[src/rtl/isa_pkg.sv]
// -----------------------------------------------------------------------------
// isa_pkg
// Shared definitions for the instruction fetch slice.
//   A          : program-counter / instruction-address width
//   W          : instruction word width
//   HALT_INST  : all-ones instruction word that stops fetching
//   state_t    : fetch FSM state encoding (IDLE, RUN, HALTED)
// -----------------------------------------------------------------------------
package isa_pkg;

    localparam int A = 16;
    localparam int W = 9;

    localparam logic [W-1:0] HALT_INST = 9'b111_11_11_11;

    typedef enum logic [1:0] {
        IDLE   = 2'd0,
        RUN    = 2'd1,
        HALTED = 2'd2
    } state_t;

endpackage : isa_pkg

[src/rtl/inst_fetch.sv]
// -----------------------------------------------------------------------------
// inst_fetch
// Single-stage instruction fetch unit. Drives the program counter straight to
// an external combinational instruction ROM and registers the returned word
// into a valid/ready output stage for the decoder.
//
// Ports
//   Clk          : clock, all state updates on the rising edge
//   Reset        : asynchronous active-high reset
//   Start        : pulse; (re)starts execution at address 0 from IDLE/HALTED
//   InstAddress  : ROM address, equal to the program counter
//   InstIn       : ROM word for InstAddress, valid in the same cycle
//   BranchEn     : redirect request; flushes the output stage
//   Target       : absolute redirect address
//   OutReady     : decoder accepts OutInst this cycle
//   OutValid     : OutInst/OutPC hold a fetched instruction
//   OutInst      : registered instruction word
//   OutPC        : address OutInst was fetched from
//   Done         : halted and the halt word has been consumed
//   InstCount    : saturating count of words accepted downstream
// -----------------------------------------------------------------------------
module inst_fetch #(
    parameter int A = isa_pkg::A,
    parameter int W = isa_pkg::W
) (
    input  logic         Clk,
    input  logic         Reset,
    input  logic         Start,
    output logic [A-1:0] InstAddress,
    input  logic [W-1:0] InstIn,
    input  logic         BranchEn,
    input  logic [A-1:0] Target,
    input  logic         OutReady,
    output logic         OutValid,
    output logic [W-1:0] OutInst,
    output logic [A-1:0] OutPC,
    output logic         Done,
    output logic [A-1:0] InstCount
);

    import isa_pkg::*;

    state_t         state_reg, state_next;
    logic [A-1:0]   pc_reg, pc_next;
    logic           out_valid_reg, out_valid_next;
    logic [W-1:0]   out_inst_reg, out_inst_next;
    logic [A-1:0]   out_pc_reg, out_pc_next;
    logic [A-1:0]   count_reg, count_next;

    logic           fire;
    logic           accept;
    logic           is_halt;

    // HALT_INST is the all-ones word; reducing with AND keeps the test
    // correct for any instruction width the block is built with.
    assign is_halt = &InstIn;

    // A new word is captured only while running, not being redirected, and
    // the output stage is empty or being emptied this cycle.
    assign fire = (state_reg == RUN) && !BranchEn && (!out_valid_reg || OutReady);

    // A word is consumed downstream when the handshake completes, unless a
    // redirect in RUN flushes it. BranchEn has no effect once halted, so the
    // draining halt word is always counted.
    assign accept = out_valid_reg && OutReady && !(BranchEn && (state_reg == RUN));

    // -------------------------------------------------------------------------
    // State register
    // -------------------------------------------------------------------------
    always_ff @(posedge Clk or posedge Reset) begin
        if (Reset) begin
            state_reg     <= IDLE;
            pc_reg        <= '0;
            out_valid_reg <= 1'b0;
            out_inst_reg  <= '0;
            out_pc_reg    <= '0;
            count_reg     <= '0;
        end else begin
            state_reg     <= state_next;
            pc_reg        <= pc_next;
            out_valid_reg <= out_valid_next;
            out_inst_reg  <= out_inst_next;
            out_pc_reg    <= out_pc_next;
            count_reg     <= count_next;
        end
    end

    // -------------------------------------------------------------------------
    // Next-state logic
    // -------------------------------------------------------------------------
    always_comb begin
        state_next     = state_reg;
        pc_next        = pc_reg;
        out_valid_next = out_valid_reg;
        out_inst_next  = out_inst_reg;
        out_pc_next    = out_pc_reg;
        count_next     = count_reg;

        unique case (state_reg)
            IDLE: begin
                if (Start) begin
                    state_next     = RUN;
                    pc_next        = '0;
                    out_valid_next = 1'b0;
                    count_next     = '0;
                end
            end

            RUN: begin
                if (accept && (count_reg != {A{1'b1}})) begin
                    count_next = count_reg + A'(1);
                end

                if (BranchEn) begin
                    // Redirect wins over fetch and stall; the word in the
                    // output stage belongs to the wrong path.
                    pc_next        = Target;
                    out_valid_next = 1'b0;
                end else if (fire) begin
                    out_inst_next  = InstIn;
                    out_pc_next    = pc_reg;
                    out_valid_next = 1'b1;
                    if (is_halt) begin
                        // PC stays on the halt word's address.
                        state_next = HALTED;
                    end else begin
                        pc_next = pc_reg + A'(1);
                    end
                end else if (out_valid_reg && OutReady) begin
                    out_valid_next = 1'b0;
                end
            end

            HALTED: begin
                if (Start) begin
                    state_next     = RUN;
                    pc_next        = '0;
                    out_valid_next = 1'b0;
                    count_next     = '0;
                end else if (accept) begin
                    // Only the halt word can still be pending here.
                    out_valid_next = 1'b0;
                    if (count_reg != {A{1'b1}}) begin
                        count_next = count_reg + A'(1);
                    end
                end
            end

            default: begin
                state_next     = IDLE;
                out_valid_next = 1'b0;
            end
        endcase
    end

    // -------------------------------------------------------------------------
    // Outputs
    // -------------------------------------------------------------------------
    assign InstAddress = pc_reg;
    assign OutValid    = out_valid_reg;
    assign OutInst     = out_inst_reg;
    assign OutPC       = out_pc_reg;
    assign InstCount   = count_reg;
    assign Done        = (state_reg == HALTED) && !out_valid_reg;

endmodule : inst_fetch

[config.mk]
export PLATFORM = sky130hd
export DESIGN_NAME = inst_fetch
export DESIGN_NICKNAME = d
export VERILOG_FILES = /design/src/rtl/isa_pkg.sv /design/src/rtl/inst_fetch.sv
export SDC_FILE = /design/constraint.sdc
export NUM_CORES = 1
export LEC_CHECK = 0
export ABC_AREA = 1
export CAP_MARGIN = 20
export CORE_ASPECT_RATIO = 1.2
export CORE_UTILIZATION = 32
export DETAILED_ROUTE_END_ITERATION = 12
export GPL_ROUTABILITY_DRIVEN = 0
export PLACE_DENSITY = 0.57
export SETUP_SLACK_MARGIN = 0.15
export SLEW_MARGIN = 15
export SYNTH_ARGS = -nofsm -noshare
export SYNTH_HDL_FRONTEND = slang
export SYNTH_SLANG_ARGS = --single-unit
[constraint.sdc]
create_clock -name Clk -period 1.86 [get_ports Clk]
set_clock_uncertainty 0.1 [all_clocks]
set_input_delay 0.372 -clock Clk [delete_from_list [all_inputs] [get_ports Clk]]
set_output_delay 0.372 -clock Clk [all_outputs]
set_load 0.01 [all_outputs]
==> results of run 1 <==
cell families (layout without fill, tap and decap cells):
group / Yosys count / after routing / share of synthesized area
DFF: 60 / 60 / 0.443
buffers and inverters: 50 / 196 / 0.0694
xor gates and xnor gates: 16 / 16 / 0.0413
adders and majority gates: 8 / 8 / 0.0295
muxes: 1 / 1 / 0.00295
and+or+nand+nor: 230 / 232 / 0.294
AOI/OAI and AO/OA: 65 / 65 / 0.120
worst paths after layout:
path / endpoint / slack, ns / startpoint
setup / recovery: Done / 0.09 / state_reg[0]
hold / removal: InstCount[6] / 0.27 / Reset
setup reg to reg: InstCount[5] / 0.10 / state_reg[1]
hold reg to reg: OutPC[10] / 0.37 / OutPC[10]
max in group asynchronous: InstAddress[9] / 0.89 / Reset
min in group Clk: OutPC[10] / 0.37 / OutPC[10]
timing repair:
item | 4_1_cts | 5_1_grt
setup endpoints to repair | 74 | 69
gates resized for setup | 85 | 52
cloned | 3 | 3
buffers inserted | 23 | 4
pin swaps | 6 | 14
endpoints found under the hold margin | 0 | 0
metrics by stage:
step           setup slack [ns]  area, µm²  hold WS [ns]
2_1_floorplan             0.164       3400         0.378
3_3_place_gp             -0.186       4550         0.357
3_5_place_dp             -0.232       4550         0.366
4_1_cts                  0.0689       5260         0.277
5_1_grt                  0.0259       5500         0.303
6_report                 0.0932       5500         0.272
metal layers:
metal / GRT usage / up-vias / wire, µm
li1: - / 1673 / -
met1: 0.241 / 1623 / 4490
met2: 0.334 / 108 / 5070
met3: 0.0291 / 20 / 564
met4: 0.0955 / 0 / 304
met5: 0 / - / 0
cell usage after synthesis (all sizes together):
master  number  area, µm²
inv         39        149
nor3         3       15.0
nor2        51        209
mux2i        1       10.0
a21oi        5       40.0
nand3       30        185
o22ai        4       25.0
clkbuf       2       7.51
nand4        5       31.3
o211ai       2       15.0
or2          1       6.26
dfrtp       60       1500
ha           8        100
buf          9       78.8
a21boi       1       18.8
o21a         1       7.51
xor2        10       87.6
o21ai       51        293
xnor2        6       52.6
nand2      140        551
a31oi        1       6.26
power groups by stage:
stage / Sequential, µW / Combinational [µW] / Clock, µW
finish: 2030 / 3710 / 1900
global route: 2080 / 4060 / 1990
CTS: 2020 / 3380 / 1920
detailed placement: 2050 / 2780 / 0
global placement: 2030 / 2740 / 0
floorplan: 2150 / 1380 / 0
critical path, cell delays in order (launching register included):
cell and delay [ns]:
sky130_fd_sc_hd__dfrtp_2 0.45, sky130_fd_sc_hd__inv_4 0.09, sky130_fd_sc_hd__ha_4 0.16, sky130_fd_sc_hd__inv_2 0.04
sky130_fd_sc_hd__nor2_1 0.08, sky130_fd_sc_hd__buf_2 0.13
final cells by class:
type,instances,area [µm²],area share
clock buffers,11,233,0.0423
flip-flops and latches,60,1530,0.277
multi-input cells,322,1870,0.339
well taps,126,158,0.0286
clock inverters,5,100,0.0182
repair buffers,141,1460,0.264
inverters,39,165,0.0300
==> tab_implementation.tex, run 1 <==
\begin{tabular}{lr}
\hline
Metric & Value \\
\hline
\multicolumn{2}{l}{\textbf{CTS}} \\
\quad Maximum clock path buffer count & 2 \\
\quad Post-CTS Hold Buffers & 0 \\
\quad H-Tree Depth & 3 \\
\quad Total CTS buffers & 9 \\
\quad TritonCTS Sinks & 60 \\
\quad Root buf cell & sky130\_fd\_sc\_hd\_\_clkbuf\_16 \\
\quad Source-to-sink clock delay at the later pin of the worst-skew pair & 0.34 ns \\
\quad Clk slew on worst S/H paths & $\sim$0.06 ns \\
\quad CTS tree & built \\
\multicolumn{2}{l}{\textbf{Critical path}} \\
\quad Required time at the worst-slack endpoint & between 1 and 1.5 ns \\
\quad Worst reg2reg path depth & 10 \\
\quad Kind of start point of the critical path & register \\
\quad Critical Path End Type & primary output \\
\quad Type of the setup path with the least slack & register to primary output \\
\quad Largest driver fanout on the critical path & 4 \\
\quad Critical path data arrival time & about 1.3 ns \\
\multicolumn{2}{l}{\textbf{STA}} \\
\quad Shortest period the worst path allows & $\sim$1.8 ns \\
\quad Slew at the pin closest to its max-slew limit & $\sim$0.44 ns \\
\quad Final critical-path share of the clock period & 0.950 \\
\quad Hold Violations, Final & 0 \\
\quad Upper clock frequency limit & roughly 570 MHz \\
\quad Final Max Tran Viols & 0 \\
\quad Setup-failing EPs final & 0 \\
\quad Setup total negative slack & 0 ns \\
\quad Normalized max-slew margin & 0.701 \\
\quad RSZ-0062 raised after global routing & true \\
\multicolumn{2}{l}{\textbf{Drt}} \\
\quad Total wirelength of the detailed-routed design & roughly 10 mm \\
\quad Final antenna-violating net count & 0 \\
\quad Initial drt markers & between 100 and 150 \\
\quad Wirelength per Cell & $\sim$15 µm \\
\quad Vias per std cell & just under 5 \\
\quad Drt drc & 0 \\
\quad Number of vias in the routed layout & approximately 3.4k \\
\quad Count of TritonRoute iterations in the first routing pass & 4 \\
\multicolumn{2}{l}{\textbf{Floorplanning}} \\
\quad Die Y-Extent & approximately 110 µm \\
\quad Core outline area & around 10000 µm² \\
\quad Effective utilization at floorplan & 0.334 \\
\quad X dimension of the die & approximately 96 µm \\
\quad Standard-cell rows & 40 \\
\quad Area of the die & $\sim$11000 µm² \\
\quad Count of boundary I/O pins & 89 \\
\multicolumn{2}{l}{\textbf{Logic synthesis}} \\
\quad Number of storage elements in the synthesis netlist & 60 \\
\quad Synthesized area per cell & 7.88 µm² \\
\quad Combined area of all synthesized cells & $\sim$3400 µm² \\
\quad Yosys warnings & 0 \\
\quad Net Count, Synth & approximately 470 \\
\quad Post-synthesis sequential area ratio & 0.443 \\
\quad Yosys cell types & 35 \\
\quad Synth Instances & 430 \\
\multicolumn{2}{l}{\textbf{Pwr}} \\
\quad Switch share & 0.368 \\
\quad Internal power summed over all cells & 4820 µW \\
\quad Final total power & between 7000 and 8000 µW \\
\quad Leakage power summed over all cells & about 0.0028 µW \\
\quad Portion of total power attributed to sequential cells & 0.265 \\
\quad Net switching power & between 2000 and 3000 µW \\
\quad Pwr per Cell Area & roughly 1400 nW/µm² \\
\quad Max VDD drop & 0.585 mV \\
\quad Part of the total power dissipated in the clock network & 0.249 \\
\quad Logic pwr share & 0.486 \\
\multicolumn{2}{l}{\textbf{Run status}} \\
\quad Result of the run & complete, no violations \\
\multicolumn{2}{l}{\textbf{GRT}} \\
\quad Number of antenna violations at the first check in global routing & 0 \\
\quad First-pass GRT wire length & $\sim$16 mm \\
\quad Number of global-route vias before repair & 3327 \\
\quad Maximum number of pins on one net before global-route repair & between 40 and 50 \\
\quad Remaining Overflow, GRT & 0 \\
\quad Total routing resource utilization after global routing & 0.196 \\
\multicolumn{2}{l}{\textbf{Layout}} \\
\quad Synthesis-to-finish area growth & 62.4\% \\
\quad Count of fill cells added during filler insertion & between 900 and 1k \\
\quad Leading cell type in the layout, fill and taps excluded & sky130\_fd\_sc\_hd\_\_nand2\_1 \\
\quad Number of cells in the finished layout apart from fillers & 704 \\
\quad Net count, final & $\sim$600 \\
\quad Number of diodes & 0 \\
\quad Share of final-layout standard cells stronger than drive strength 1 & 0.263 \\
\quad Commonest non-fill, non-tap cells in the layout & sky130\_fd\_sc\_hd\_\_nand2\_1 (128), sky130\_fd\_sc\_hd\_\_dfrtp\_1 (41), sky130\_fd\_sc\_hd\_\_nor2\_1 (41) \\
\quad Post-route core utilization & 0.542 \\
\multicolumn{2}{l}{\textbf{Placement}} \\
\quad Detailed placement HPWL & 6.74 mm \\
\quad Placed Cells & between 600 and 700 \\
\quad IO Port Bufs & 88 \\
\multicolumn{2}{l}{\textbf{Hold path}} \\
\quad Path type of the worst min-delay path & input pin to asynchronous set/reset pin \\
\multicolumn{2}{l}{\textbf{Flow run}} \\
\quad Max-cap violations & 0 \\
\hline
\end{tabular}
(Power assumes the default switching activity.)
==> inputs of run 2 (changes only) <==
- MAX_ROUTING_LAYER: not set -> met4
- SLEW_MARGIN: 15 -> not set
==> tab_implementation.tex, run 2 (synthesis gave the netlist of run 1 again) <==
\begin{tabular}{lr}
\hline
Metric & Value \\
\hline
\multicolumn{2}{l}{\textbf{Run status}} \\
\quad Result of the run & complete, no violations \\
\multicolumn{2}{l}{\textbf{CTS}} \\
\quad Maximum clock path buffer count & 2 (unchanged) \\
\quad H-Tree Depth & 3 (unchanged) \\
\quad Clk slew on worst S/H paths & 0.06 ns (about the same) \\
\quad Post-CTS Hold Buffers & 0 (unchanged) \\
\quad Root buf cell & sky130\_fd\_sc\_hd\_\_clkbuf\_16 \\
\quad Total CTS buffers & 9 (unchanged) \\
\quad CTS tree & built \\
\quad Source-to-sink clock delay at the later pin of the worst-skew pair & 0.34 ns (about the same) \\
\quad TritonCTS Sinks & 60 (unchanged) \\
\multicolumn{2}{l}{\textbf{Placement}} \\
\quad Cell area after placement & 4550 µm² (unchanged) \\
\quad Placed Cells & 655 (unchanged) \\
\quad Detailed placement HPWL & 6.74 mm (unchanged) \\
\quad IO Port Bufs & 88 (unchanged) \\
\multicolumn{2}{l}{\textbf{STA}} \\
\quad Shortest period the worst path allows & 1.77 ns (-0.00108 ns) \\
\quad Normalized max-slew margin & 0.701 (about the same) \\
\quad Hold Violations, Final & 0 (unchanged) \\
\quad Slew at the pin closest to its max-slew limit & 0.445 ns (+0.000352 ns) \\
\quad Final Max Tran Viols & 0 (unchanged) \\
\quad Setup total negative slack & 0 ns (unchanged) \\
\quad Setup-failing EPs final & 0 (unchanged) \\
\quad RSZ-0062 raised after global routing & true \\
\quad Final critical-path share of the clock period & 0.949 (about the same) \\
\quad Upper clock frequency limit & 566 MHz (about the same) \\
\quad Worst-case hold slack & 0.273 ns (+0.00132 ns) \\
\multicolumn{2}{l}{\textbf{Layout}} \\
\quad Multi-input gate area in the final layout & 1870 µm² (+0.13\%) \\
\quad Count of fill cells added during filler insertion & 936 (-0.32\%) \\
\quad Number of diodes & 0 (unchanged) \\
\quad Reg area & 1530 µm² (unchanged) \\
\quad Finished layout cell area & 5520 µm² (+0.27\%) \\
\quad Synthesis-to-finish area growth & 62.8\% \\
\quad Share of final-layout standard cells stronger than drive strength 1 & 0.268 (+0.00519) \\
\quad Leading cell type in the layout, fill and taps excluded & sky130\_fd\_sc\_hd\_\_nand2\_1 \\
\quad Commonest non-fill, non-tap cells in the layout & sky130\_fd\_sc\_hd\_\_nand2\_1 (126), sky130\_fd\_sc\_hd\_\_dfrtp\_1 (41), sky130\_fd\_sc\_hd\_\_nor2\_1 (41) \\
\quad Number of cells in the finished layout apart from fillers & 704 (unchanged) \\
\quad Net count, final & 611 (unchanged) \\
\quad Post-route core utilization & 0.543 (+0.00148) \\
\multicolumn{2}{l}{\textbf{Pwr}} \\
\quad Pwr per Cell Area & 1380 nW/µm² (-0.24\%) \\
\quad Max VDD drop & 0.588 mV (+0.47\%) \\
\quad Leakage power summed over all cells & 0.00283 µW (+2.3\%) \\
\multicolumn{2}{l}{\textbf{Floorplanning}} \\
\quad Core outline area & 10200 µm² (unchanged) \\
\quad Area of the die & 11000 µm² (unchanged) \\
\quad Effective utilization at floorplan & 0.334 (unchanged) \\
\quad Count of boundary I/O pins & 89 (unchanged) \\
\quad Standard-cell rows & 40 (unchanged) \\
\quad Die Y-Extent & 115 µm (unchanged) \\
\quad X dimension of the die & 96.0 µm (unchanged) \\
\multicolumn{2}{l}{\textbf{Critical path}} \\
\quad Critical path data arrival time & 1.29 ns (about the same) \\
\quad Type of the setup path with the least slack & register to primary output \\
\quad Largest driver fanout on the critical path & 4 (unchanged) \\
\quad Critical Path End Type & primary output \\
\quad Kind of start point of the critical path & register \\
\quad Required time at the worst-slack endpoint & 1.39 ns (about the same) \\
\multicolumn{2}{l}{\textbf{GRT}} \\
\quad Remaining Overflow, GRT & 0 (unchanged) \\
\quad Total routing resource utilization after global routing & 0.202 (+0.00591) \\
\quad Number of global-route vias before repair & 3333 (+0.18\%) \\
\quad Number of antenna violations at the first check in global routing & 0 (unchanged) \\
\quad First-pass GRT wire length & 16.2 mm (unchanged) \\
\quad Maximum number of pins on one net before global-route repair & 42 (unchanged) \\
\multicolumn{2}{l}{\textbf{Drt}} \\
\quad Initial drt markers & 120 (-5.5\%) \\
\quad Final antenna-violating net count & 0 (unchanged) \\
\quad Vias per std cell & 4.86 (-0.15\%) \\
\quad Count of TritonRoute iterations in the first routing pass & 4 (unchanged) \\
\quad Drt drc & 0 (unchanged) \\
\quad Wirelength per Cell & 14.8 µm (+0.23\%) \\
\quad Total wirelength of the detailed-routed design & 10.5 mm (+0.23\%) \\
\quad Number of vias in the routed layout & 3419 (-0.15\%) \\
\multicolumn{2}{l}{\textbf{Hold path}} \\
\quad Path type of the worst min-delay path & input pin to asynchronous set/reset pin \\
\multicolumn{2}{l}{\textbf{Flow run}} \\
\quad Max-cap violations & 0 (unchanged) \\
\hline
\end{tabular}
[run 2: changes by cell type in the layout (fill, tap and decap cells not counted), moves of 2 or more]
cell | before | now
sky130_fd_sc_hd__nand2_2 | 10 | 12
sky130_fd_sc_hd__dlymetal6s2s_1 | 16 | 20
sky130_fd_sc_hd__nand3_2 | 1 | 3
sky130_fd_sc_hd__clkdlybuf4s50_1 | 36 | 32
sky130_fd_sc_hd__nand2_1 | 128 | 126
[run 2: critical path, stage by stage (launching register included)]
cell	delay [ns]
sky130_fd_sc_hd__dfrtp_2	0.45
sky130_fd_sc_hd__inv_4	0.09
sky130_fd_sc_hd__ha_4	0.16
sky130_fd_sc_hd__inv_2	0.04
sky130_fd_sc_hd__nor2_1	0.08
sky130_fd_sc_hd__buf_2	0.13
[run 2: area by class of cell]
cell class / count / share of cell area
Timing Repair Buffer: 141 / 0.265
Sequential cell: 60 / 0.276
Inverter: 39 / 0.0304
Clock inverter: 5 / 0.0181
Tap cell: 126 / 0.0286
Multi-Input combinational cell: 322 / 0.339
Clock buffer: 11 / 0.0422
[run 2: final timing paths]
kind,to,slack (ns),from,cells past startpoint
min in group Clk,OutPC[10],0.37,OutPC[10],2
max in group asynchronous,InstAddress[9],0.88,Reset,3
worst min-delay path,InstCount[6],0.27,Reset,2
worst min register to register,OutPC[10],0.37,OutPC[10],2
worst max register to register,InstCount[11],0.10,state_reg[1],10
worst max-delay path,Done,0.09,state_reg[0],5
[run 2: routing by layer]
metal	global-route usage	vias to the layer above	wire (µm)
met5	-	-	0
met4	0.0746	0	300
met3	0.0430	21	665
met2	0.334	116	4980
met1	0.241	1613	4500
li1	-	1669	-
[run 2: what timing repair did]
action                                  CTS  global route
gates resized for setup                  85            60
endpoints found under the setup margin   74            73
pin swaps                                 6            19
cloned                                    3             3
setup buffers                            23             4
[run 2: where the power goes]
| part | leakage [µW] | switching, µW | internal (µW) |
|---|---|---|---|
| clock network | 0.000163 | 589 | 1300 |
| registers | 0.000769 | 320 | 1700 |
| logic | 0.00190 | 1900 | 1820 |
| total | 0.00283 | 2810 | 4820 |
[run 2: metrics by stage]
step / setup slack [ns] / total power, µW
6_report: 0.0943 / 7630
5_1_grt: 0.0226 / 8150
4_1_cts: 0.0689 / 7320
3_5_place_dp: -0.232 / 4830
3_3_place_gp: -0.186 / 4770
2_1_floorplan: 0.164 / 3540
